<file path="config.mk">
export PLATFORM = sky130hd
export DESIGN_NAME = fft_addr_gen
export DESIGN_NICKNAME = d
export VERILOG_FILES = /design/src/rtl/fft_pkg.sv /design/src/rtl/fft_delay_line.sv /design/src/rtl/fft_addr_gen.sv
export SDC_FILE = /design/constraint.sdc
export NUM_CORES = 1
export LEC_CHECK = 0
export BUFFER_PORTS_ARGS = -buffer_cell sky130_fd_sc_hd__buf_2
export CELL_PAD_IN_SITES_DETAIL_PLACEMENT = 1
export CELL_PAD_IN_SITES_GLOBAL_PLACEMENT = 2
export CORE_MARGIN = 2
export CORE_UTILIZATION = 37
export CTS_CLUSTER_DIAMETER = 100
export DETAILED_ROUTE_END_ITERATION = 16
export PLACE_DENSITY_LB_ADDON = 0.2
export SYNTH_ARGS = -nofsm -noshare
export SYNTH_HDL_FRONTEND = slang
export SYNTH_SLANG_ARGS = --single-unit
</file>
<file path="constraint.sdc">
create_clock -name clk -period 4.2 [get_ports clk]
set_clock_uncertainty 0.15 [all_clocks]
set_input_delay 0.84 -clock clk [delete_from_list [all_inputs] [get_ports clk]]
set_output_delay 0.84 -clock clk [all_outputs]
set_load 0.1 [all_outputs]
</file>
<file path="src/rtl/fft_pkg.sv">
// rtl/fft_pkg.sv - FSM encoding and elaboration helpers for the FFT address sequencer
package fft_pkg;

  typedef enum logic [1:0] {
    ST_IDLE  = 2'd0,
    ST_READ  = 2'd1,
    ST_DRAIN = 2'd2,
    ST_DONE  = 2'd3
  } fft_state_t;

  localparam int LOG2N_MIN    = 2;
  localparam int LOG2N_MAX    = 12;
  localparam int BFLY_LAT_MIN = 1;
  localparam int BFLY_LAT_MAX = 8;

  function automatic int clog2(input int value);
    int r;
    r = 0;
    for (int i = 0; i < 31; i++) begin
      if ((1 << i) < value) r = i + 1;
    end
    return r;
  endfunction

  function automatic bit params_legal(input int log2n, input int bfly_lat);
    return (log2n >= LOG2N_MIN) && (log2n <= LOG2N_MAX) &&
           (bfly_lat >= BFLY_LAT_MIN) && (bfly_lat <= BFLY_LAT_MAX);
  endfunction

endpackage

</file>
<file path="src/rtl/fft_delay_line.sv">
// rtl/fft_delay_line.sv - fixed-depth shift register with enable and synchronous clear
module fft_delay_line #(
  parameter int WIDTH = 1,
  parameter int DEPTH = 1
) (
  input  logic             clk,
  input  logic             clear,
  input  logic             en,
  input  logic [WIDTH-1:0] din,
  output logic [WIDTH-1:0] dout
);

  logic [WIDTH-1:0] pipe [DEPTH];

  always_ff @(posedge clk) begin
    if (clear) begin
      for (int i = 0; i < DEPTH; i++) pipe[i] <= '0;
    end else if (en) begin
      pipe[0] <= din;
      for (int i = 1; i < DEPTH; i++) pipe[i] <= pipe[i-1];
    end
  end

  assign dout = pipe[DEPTH-1];

endmodule

</file>
<file path="src/rtl/fft_addr_gen.sv">
// rtl/fft_addr_gen.sv - in-place radix-2 DIT FFT address/twiddle sequencer
// Issues one butterfly per unheld READ cycle and replays its addresses BFLY_LAT cycles later for write-back.
module fft_addr_gen
  import fft_pkg::*;
#(
  parameter int LOG2N    = 5,
  parameter int BFLY_LAT = 3
) (
  input  logic                      clk,
  input  logic                      rst,
  input  logic                      fft_start,
  input  logic                      fft_inverse,
  input  logic                      hold,
  output logic                      fft_busy,
  output logic                      fft_done,
  output logic                      rd_en,
  output logic [LOG2N-1:0]          address_a,
  output logic [LOG2N-1:0]          address_b,
  output logic [LOG2N-2:0]          twiddle_address,
  output logic                      twiddle_conj,
  output logic [clog2(LOG2N)-1:0]   stage,
  output logic                      mem_wr,
  output logic [LOG2N-1:0]          wr_address_a,
  output logic [LOG2N-1:0]          wr_address_b
);

  localparam int SW = clog2(LOG2N);
  localparam int JW = LOG2N - 1;
  localparam int DW = clog2(BFLY_LAT + 1);

  if (!params_legal(LOG2N, BFLY_LAT)) begin : g_param_check
    $error("fft_addr_gen: LOG2N must be 2..12 and BFLY_LAT 1..8");
  end

  fft_state_t       state_q, state_d;
  logic [SW-1:0]    s_q;
  logic [JW-1:0]    j_q;
  logic [DW-1:0]    drain_q;
  logic             conj_q;
  logic [LOG2N-1:0] held_a, held_b;
  logic [LOG2N-2:0] held_tw;
  logic [LOG2N-1:0] a_c, b_c, j_ext, span, pos, tw_full;
  logic [LOG2N-2:0] tw_c;
  logic             j_last, s_last, drain_last, wr_pipe;
  int               s_int;

  assign j_last     = &j_q;
  assign s_last     = (s_q == SW'(LOG2N - 1));
  assign drain_last = (drain_q == DW'(BFLY_LAT - 1));
  assign s_int      = int'(s_q);

  // Butterfly j of stage s: insert a zero at bit s of j to get the upper leg.
  always_comb begin
    j_ext   = {1'b0, j_q};
    span    = LOG2N'(1) << s_int;
    pos     = j_ext & (span - LOG2N'(1));
    a_c     = ((j_ext >> s_int) << (s_int + 1)) | pos;
    b_c     = a_c + span;
    tw_full = pos << (LOG2N - 1 - s_int);
    tw_c    = tw_full[LOG2N-2:0];
  end

  always_comb begin
    state_d = state_q;
    case (state_q)
      ST_IDLE:  if (fft_start) state_d = ST_READ;
      ST_READ:  if (j_last) state_d = ST_DRAIN;
      ST_DRAIN: if (drain_last) state_d = s_last ? ST_DONE : ST_READ;
      ST_DONE:  state_d = ST_IDLE;
      default:  state_d = ST_IDLE;
    endcase
  end

  always_ff @(posedge clk) begin
    if (rst) begin
      state_q <= ST_IDLE;
      s_q     <= '0;
      j_q     <= '0;
      drain_q <= '0;
      conj_q  <= 1'b0;
      held_a  <= '0;
      held_b  <= '0;
      held_tw <= '0;
    end else if (!hold) begin
      state_q <= state_d;
      case (state_q)
        ST_IDLE: if (fft_start) begin
          s_q    <= '0;
          j_q    <= '0;
          conj_q <= fft_inverse;
        end
        ST_READ: begin
          held_a  <= a_c;
          held_b  <= b_c;
          held_tw <= tw_c;
          drain_q <= '0;
          if (!j_last) j_q <= j_q + JW'(1);
        end
        ST_DRAIN: begin
          if (!drain_last) begin
            drain_q <= drain_q + DW'(1);
          end else if (!s_last) begin
            s_q <= s_q + SW'(1);
            j_q <= '0;
          end
        end
        default: ;
      endcase
    end
  end

  assign rd_en           = (state_q == ST_READ) && !hold;
  assign fft_busy        = (state_q == ST_READ) || (state_q == ST_DRAIN);
  assign fft_done        = (state_q == ST_DONE) && !hold;
  assign address_a       = rd_en ? a_c : held_a;
  assign address_b       = rd_en ? b_c : held_b;
  assign twiddle_address = rd_en ? tw_c : held_tw;
  assign twiddle_conj    = conj_q;
  assign stage           = s_q;

  // Frozen while held so the butterfly pipeline and write-back stay aligned.
  fft_delay_line #(
    .WIDTH (1 + 2 * LOG2N),
    .DEPTH (BFLY_LAT)
  ) u_wb_pipe (
    .clk   (clk),
    .clear (rst),
    .en    (!hold),
    .din   ({rd_en, a_c, b_c}),
    .dout  ({wr_pipe, wr_address_a, wr_address_b})
  );

  assign mem_wr = wr_pipe && !hold;

endmodule
</file>
Word-level counts from Yosys, hierarchy flattened
Memories as Yosys holds them, arrays and structs flattened.
Cells that the tools add are included.

storage, ports and cells
  register bits after elaboration = 26
  bits in writable memories = 33
  bits of input ports = 5
  output and inout bits = 32
  logic and storage cells = 80
  memories kept = 1

cells by class
  add/sub/neg operators = 7
  equal/unequal tests = 11
  shift operators = 4
  muxes and demuxes = 27
  bitwise logic cells = 6
  reductions and logical operators = 16

memory list
  memory          words  width  rd ports  clocked after Yosys merged registers in  wr ports  RTL line              text
  u_wb_pipe.pipe  3      11     3         0                                        3         fft_delay_line.sv:13  logic [WIDTH-1:0] pipe [DEPTH];

operator list
  operator               count
  $mux W11               3
  $shl A5 B32 Y4         1
  $mux W4                5
  $ne A2 B2 Y1 const B   6
  $pmux W4 S3            1
  $mux W2                5
  $mux W5                2
  $mux W3                3
  $pmux W2 S4            1
  $reduce_and A4 Y1      2
  $eq A2 B2 Y1 const B   3
  $pmux W3 S2            1
  $reduce_and A3 Y1      2
  $reduce_and A6 Y1      1
  $add A5 B5 Y5          1
  $and A4 B5 Y5          1
  $mux W1                5
  $or A5 B5 Y5           1
  $reduce_and A5 Y1      1
  $shl A1 B3 Y5 const A  1
  $shl A5 B4 Y5          1
  $shr A4 B3 Y5          1
  $sub A5 B1 Y5 const B  1
  $add A3 B1 Y4 const B  1
  other kinds (16)       21

Longest topological paths before layout
Gate-level depths: netlist (run 1).

  depth in word-level cells = 6
  depth in mapped cells = 15
  mapped depth without buffers = 14

Modules after synthesis
Synthesis (run 1) repeated with hierarchy kept, for this count alone.

unflattened totals
  cell total of the unflattened synthesis = 308
  area total of the unflattened synthesis = 3278.1 sq um

by module, submodules not included
  module          times used  cells an instance  area an instance (sq um)  seq. area each (sq um)
  fft_addr_gen    1           224                1878.1                    520.5
  fft_delay_line  1           84                 1400.1                    991.0

Least setup slack after synthesis (run 1)
No wires, ideal clock.

  path kind = register -> output
  start = register s_q[1], in the netlist stage[1]
  end = output address_b[3]
  arrival time = 5.386 ns
  required time = 3.210 ns
  path slack = -2.176 ns
  cell stages (with the launch flop) = 13
  path buffers = 2
  path through = dfxtp_1 buf_2 inv_1 ha_1 clkbuf_1 nor2_1 a22oi_1 inv_1 ha_1 a21o_1 a21oi_1 xor2_1 o21ai_0

between the ends
  longest elaborated chain between the ends = 6
  elaborated cells between the ends (all ways) = 9
  classes of those cells = add/sub: 3; shift: 3; mux: 1; bitwise: 2

RTL lines
  item                    RTL line             text
  start, declared         fft_addr_gen.sv:36   logic [SW-1:0] s_q;
  start signal, assigned  fft_addr_gen.sv:103  s_q <= s_q + SW'(1);
  $shl A1 B3 Y5           fft_addr_gen.sv:55   span = LOG2N'(1) << s_int;
  $sub A5 B1 Y5           fft_addr_gen.sv:56   pos = j_ext & (span - LOG2N'(1));
  $and A4 B5 Y5           fft_addr_gen.sv:56
  $or A5 B5 Y5 (*)        fft_addr_gen.sv:57   a_c = ((j_ext >> s_int) << (s_int + 1)) | pos;
  via a_c[1]              fft_addr_gen.sv:42   logic [LOG2N-1:0] a_c, b_c, j_ext, span, pos, tw_full;
  $add A5 B5 Y5 (*)       fft_addr_gen.sv:58   b_c = a_c + span;
  $mux W5 (*)             fft_addr_gen.sv:116  assign address_b = rd_en ? b_c : held_b;
  end, declared           fft_addr_gen.sv:18   output logic [LOG2N-1:0] address_b,

The timed path passes the listed nets; every way through them passes the cells marked *.

Worst setup path after layout (run 1)
  start = register s_q[0], in the netlist stage[0]
  end = output address_b[4]

The elaborated chain is that of the path after synthesis.

==> out/results.tsv, run 1 <==
stage	metric	value	unit
status	status	completed	
placed_design	pre_cts_ws	-22.9	ps
cells_and_area	n_antenna_cell	0	
cts	cts_sinks	59	
route	drtIter0Drc	132	
cts	cts_made_buffers	9	
timing	worst_slew_pin_slew	1110	ps
critical_path	start_kind	register	
critical_path	crit_fanout	6	
timing	rsz0062_at_grt	true	
logic_synthesis	ys.flop_type	edfxtp_1	
run	maxCapViolCount	0	
logic_synthesis	synth-seq-area-share	47.7	%
route	viasPerCell	5.22	
cts	cts.clk_slew.worst_paths	70	ps
cts	clock_path_buffers	2	
die	ios	37	
grt	antenna_found_initial	0	
cells_and_area	nNetsFinal	393	
timing	hold_viol	0	
critical_path	cp.required	3210	ps
pwr	power_density	350	mW/mm^2
logic_synthesis	ys_async_sr_fraction	0	%
grt	track_usage	18.9	%
grt	grt_pass1_wl	13100	um
timing	post-route-worst-setup-slack	75.1	ps
logic_synthesis	synth_fp_nets	344	
logic_synthesis	ys_types	51	
logic_synthesis	syn_inst	321	
cts	cts_tree	built	
die	start_util	38.4	%
route	drc	0	
timing	hold_ws	331	ps
critical_path	crit_arrival	3130	ps
die	core	0.00826	mm^2
placed_design	gp_congestion	0.806	
timing	setup_viol_count_final	0	
grt	grt_max_degree	34	
die	dieArea	0.00932	mm^2
route	routed_wirelength	8290	um
pwr	p_leak	1.75	nW
logic_synthesis	synth_edf_count	33	
die	die_y	96.6	um
critical_path	criticalPathCategory	reg2out	
min_path	hp-class	reg2reg	
grt	gr-total-overflow	0	
cts	ctsHtreeMaxLevel	3	
route	ant_nets	0	
grt	grt_pass1_vias	2504	
timing	fin_crit_sh	98.2	%
timing	drv_slew	0	
logic_synthesis	syn-mean-instance-area	9.87	um^2
logic_synthesis	ys_ff_latch	59	
route	dr.pass1.iters	4	
timing	fmax	242	MHz
placed_design	dpl.hpwl	5230	um
cts	clock-root-buffer	clkbuf_8	
timing	layout_min_cycle_time	4120	ps
pwr	peakVddDrop	172	uV
cts	ctsHoldBuffers	0	
logic_synthesis	syn_area	0.00317	mm^2
die	fp-row-count	33	
die	die_w	96.6	um
route	via_count	2504	
cells_and_area	area_growth	31.8	%
cts	clk_latency	340	ps
logic_synthesis	ys_warn_count	0	
placed_design	io_buffer_count	36	
critical_path	endpoint_kind	primary output	
route	wl_per_cell	17.3	um
cells_and_area	final_cell_mix	edfxtp_1 (33), buf_4 (31), buf_2 (29), nand2_1 (27), nor2_1 (27)	
cells_and_area	drive_gt1_share	34.1	%
timing	max_slew_margin	25.5	%
cells_and_area	layout_commonest_cell	edfxtp_1	
cells_and_area	nFillCells	914	
==> power by group <==
group / internal (mW) / switching (mW)
Combinational: 0.0602 / 0.192
Sequential: 0.632 / 0.00876
Clock: 0.332 / 0.238
Total: 1.02 / 0.439
==> sequential cells by signal, summed over array words and instances, names as in the netlist <==
signal / count
drain_q: 2
stage: 3
state_q: 2
u_wb_pipe.pipe: 33
held_b: 5
held_tw: 4
j_q: 4
twiddle_conj: 1
held_a: 5
==> layout make-up <==
cell class | count | area (um^2) | share of cell area (%)
Clock buffer | 9 | 124 | 2.96
Sequential cell | 59 | 1520 | 36.5
Tap cell | 105 | 131 | 3.14
Multi-Input combinational cell | 218 | 1730 | 41.4
Timing Repair Buffer | 67 | 518 | 12.4
Inverter | 15 | 60.1 | 1.44
Clock inverter | 7 | 92.6 | 2.22
==> cells by family (layout without fill, tap and decap cells) <==
family          after synthesis  after routing  synth area share, %
mux                           5              5                 1.70
flops                        59             59                 47.7
xor+xnor                      8              8                 2.21
buf+inv                      44             98                 6.87
simple gates                126            126                 20.4
compound gates               61             61                 13.8
fa+ha+maj                    18             18                 7.34
==> repair_timing <==
item | in CTS | in global routing
cloned | 0 | 0
setup buffers | 14 | 8
resized for setup | 9 | 16
setup endpoints to repair | 3 | 2
pin swaps | 5 | 11
==> per-layer routing <==
metal  global-route usage, %  wire length, um  vias to the layer above
met3                    3.88              297                       13
met4                    8.22              159                        0
met2                    31.7             4180                       57
met5                       0                0                        -
met1                    23.6             3660                     1230
li1                        -                -                     1204
==> final timing paths <==
| kind | start | end | slack [ps] | depth (start not counted) |
|---|---|---|---|---|
| max | stage[0]$_SDFFE_PP0P_ | address_b[4] | 80 | 14 |
| min | held_b[0]$_SDFFE_PP0P_ | held_b[0]$_SDFFE_PP0P_ | 330 | 2 |
| max reg2reg | stage[0]$_SDFFE_PP0P_ | held_b[4]$_SDFFE_PP0P_ | 950 | 15 |
| min reg2reg | held_b[0]$_SDFFE_PP0P_ | held_b[0]$_SDFFE_PP0P_ | 330 | 2 |
==> stage by stage <==
step | cells | util (%) | area, um^2 | TNS, ps | total power, mW
after floorplan | 321 | - | 3360 | -627 | 0.852
after CTS | 472 | 48.8 | 4030 | 0 | 1.47
after global routing | 480 | 50.6 | 4180 | -54.5 | 1.51
final | 480 | 50.6 | 4180 | 0 | 1.46
after global placement | 442 | 44.2 | 3650 | 0 | 0.897
after detailed placement | 442 | 44.2 | 3650 | -22.9 | 0.903
==> worst max-delay path, cell delays in order, from the launching register on <==
cell and delay (ps):
dfxtp_4 400, clkinvlp_4 170, ha_4 210, ha_4 190, or3_4 400, a21boi_4 190, a311oi_4 80, inv_2 100
ha_4 210, nor2_4 130, a21oi_4 40, xnor2_2 150, xnor2_2 180, a21oi_4 170, buf_12 190
==> synthesized netlist by cell type (all sizes together) (5+ instances only) <==
master  instances  area share [%]
edfxtp         33              31
nor2           30             3.6
nand2          27             3.2
dfxtp          26              16
and2           24             4.7
buf            19             3.9
ha             17             6.7
nor2b          16             3.2
inv            15             1.8
a21oi          13             2.1
o21ai          12             1.9
clkbuf         10             1.2
nand2b          8             1.6
a211oi          5             1.2
a22oi           5             1.2
nand3           5            0.79
xor2            5             1.4
Power figures use the tool's default switching activity.
==> inputs of run 2 (changes only) <==
Settings changed: CORE_UTILIZATION 37 to 40.
Clock period 4.2 ns to 4.8 ns, I/O delays scaled along.
==> out/results.tsv, run 2 (synthesized netlist as in run 1, its figures left out) <==
stage	metric	value	unit	change
critical_path	endpoint_kind	primary output		
die	start_util	41.2	%	+2.8 points
die	die_y	93.0	um	-3.7%
critical_path	criticalPathCategory	reg2out		
route	wl_per_cell	16.6	um	-4.1%
min_path	whs_path_depth	2		unchanged
timing	max_slew_margin	35.2	%	+9.7 points
cts	cts_sinks	59		unchanged
cells_and_area	reg_top3	u_wb_pipe.pipe x33, held_a x5, held_b x5		
timing	setup_viol_count_final	0		unchanged
run	maxCapViolCount	0		unchanged
critical_path	crit_arrival	3490	ps	+360 ps
critical_path	start_kind	register		
timing	worst_slew_pin_slew	969	ps	-145 ps
cells_and_area	utilization	49.1	%	-1.5 points
critical_path	rr_startpoint	stage[0]$_SDFFE_PP0P_		
timing	layout_min_cycle_time	4600	ps	
critical_path	crit_chain	clkinvlp_4, ha_1, ha_1, o21ai_0, a21boi_1, a311oi_2, inv_1, ha_1, nor2_1, a21oi_2, xnor2_1, xnor2_2, a21oi_4, buf_12		
min_path	hp-class	reg2reg		
cts	cts_made_buffers	9		unchanged
route	via_count	2402		-4.1%
pwr	power_density	337	mW/mm^2	-3.8%
grt	gr-total-overflow	0		unchanged
critical_path	max_stage_delay	440	ps	+40 ps
critical_path	critical_path_buf_inv_count	3		unchanged
cells_and_area	nFillCells	895		-2.1%
critical_path	r2r-end	u_wb_pipe.pipe[0][4]$_SDFFCE_PN0P_		
grt	grt_pass1_vias	2442		-2.5%
cells_and_area	area_growth	19.1	%	
route	routed_wirelength	7640	um	-7.9%
cells_and_area	n_antenna_cell	0		unchanged
route	viasPerCell	5.21		-0.12%
timing	fin_tns_setup	0	ps	unchanged
placed_design	io_buffer_count	36		unchanged
cells_and_area	final_cell_mix	buf_2 (35), edfxtp_1 (33), nor2_1 (29), nand2_1 (27), and2_1 (24)		
timing	drv_slew	0		unchanged
timing	fin_crit_sh	95.8	%	
cts	cts.clk_slew.worst_paths	80	ps	about the same
cells_and_area	drive_gt1_share	25.9	%	-8.2 points
critical_path	r2r_slack	1360	ps	+410 ps
grt	track_usage	18.9	%	-0.030 points
pwr	peakVddDrop	143	uV	-17%
timing	fmax	217	MHz	
route	dr.pass1.iters	4		unchanged
cts	cts_tree	built		
min_path	worstHoldStart	held_b[0]$_SDFFE_PP0P_		
critical_path	path_delay_family	compound AO/OA/AOI/OAI gates		
die	fp-row-count	32		-3.0%
status	status	completed		
critical_path	reg2reg_depth	14		-1
placed_design	dpl.hpwl	5250	um	+0.55%
cells_and_area	largest_register	u_wb_pipe.pipe		
cts	clk_latency	340	ps	about the same
grt	grt_pass1_wl	12500	um	-5.0%
cells_and_area	nNetsFinal	377		-4.1%
placed_design	pre_cts_ws	320	ps	+343 ps
placed_design	gp_congestion	0.837		+3.8%
route	ant_nets	0		unchanged
critical_path	critPathSlowestCell	dfxtp_4		
die	die_w	93.0	um	-3.7%
die	core	0.00769	mm^2	-6.9%
critical_path	cp.required	3690	ps	+480 ps
critical_path	crit_top_cell	ha_1		
timing	hold_viol	0		unchanged
cells_and_area	layout_commonest_cell	buf_2		
pwr	p_total	1.27	mW	-13%
pwr	p_leak	1.59	nW	-9.6%
die	ios	37		unchanged
timing	post-route-worst-setup-slack	202	ps	+127 ps
cts	clock_path_buffers	2		unchanged
min_path	hold_end	held_b[0]$_SDFFE_PP0P_		
cts	ctsHtreeMaxLevel	3		unchanged
die	dieArea	0.00865	mm^2	-7.2%
route	drc	0		unchanged
cells_and_area	largest_reg_flops	33		unchanged
grt	antenna_found_initial	0		unchanged
critical_path	crit_fanout	11		+5
route	drtIter0Drc	79		-40%
cts	clock-root-buffer	clkbuf_8		
grt	grt_max_degree	34		unchanged
timing	hold_ws	327	ps	-4.37 ps
run 2: through the flow:
stage | instance area, um^2 | cells
3_5_place_dp | 3440 | 437
4_1_cts | 3680 | 453
2_1_floorplan | 3230 | 321
5_1_grt | 3770 | 461
3_3_place_gp | 3440 | 437
6_report | 3770 | 461
run 2: how the worst max path moves through the flow:
stage | endpoint | depth (start not counted) | start
after floorplan | address_b[4] | 15 | stage[2]$_SDFFE_PP0P_
after global placement | address_b[4] | 14 | stage[0]$_SDFFE_PP0P_
after detailed placement | address_b[4] | 14 | stage[0]$_SDFFE_PP0P_
after CTS | address_b[4] | 15 | stage[0]$_SDFFE_PP0P_
after global routing | address_b[4] | 14 | stage[0]$_SDFFE_PP0P_
final | address_b[4] | 14 | stage[0]$_SDFFE_PP0P_
run 2: timing repair:
action | in CTS | in global routing
setup buffers | 0 | 8
cloned | 0 | 0
endpoints found under the setup margin | 1 | 2
hold buffers | 0 | 0
resized for setup | 2 | 9
pin swaps | 0 | 3
run 2: area by class of cell:
class / count / area (um^2) / area share [%]
Tap cell: 102 / 128 / 3.38
Multi-Input combinational cell: 218 / 1540 / 40.7
Sequential cell: 59 / 1520 / 40.3
Inverter: 15 / 60.1 / 1.59
Clock buffer: 9 / 124 / 3.28
Timing Repair Buffer: 51 / 308 / 8.15
Clock inverter: 7 / 100 / 2.65
run 2: metal layers:
layer | part of all wire, % | global-route usage, % | up-vias
met2 | 50 | 31.2 | 42
met5 | 0 | 0 | -
li1 | - | - | 1174
met1 | 45 | 23.8 | 1177
met4 | 1.5 | 7.35 | 0
met3 | 3.6 | 4.67 | 9
run 2: power by group:
part | internal, mW | switching [mW]
Combinational | 0.0397 | 0.162
Sequential | 0.553 | 0.00762
Clock | 0.295 | 0.214
Total | 0.889 | 0.383
run 2: worst reg2reg max path, delay by kind of cell (launching register included):
kind | cells | cell delay, ps
buf+inv | 3 | 430
simple gates | 2 | 170
compound gates | 4 | 760
fa+ha+maj | 3 | 810
xor+xnor | 2 | 440
flops | 1 | 440
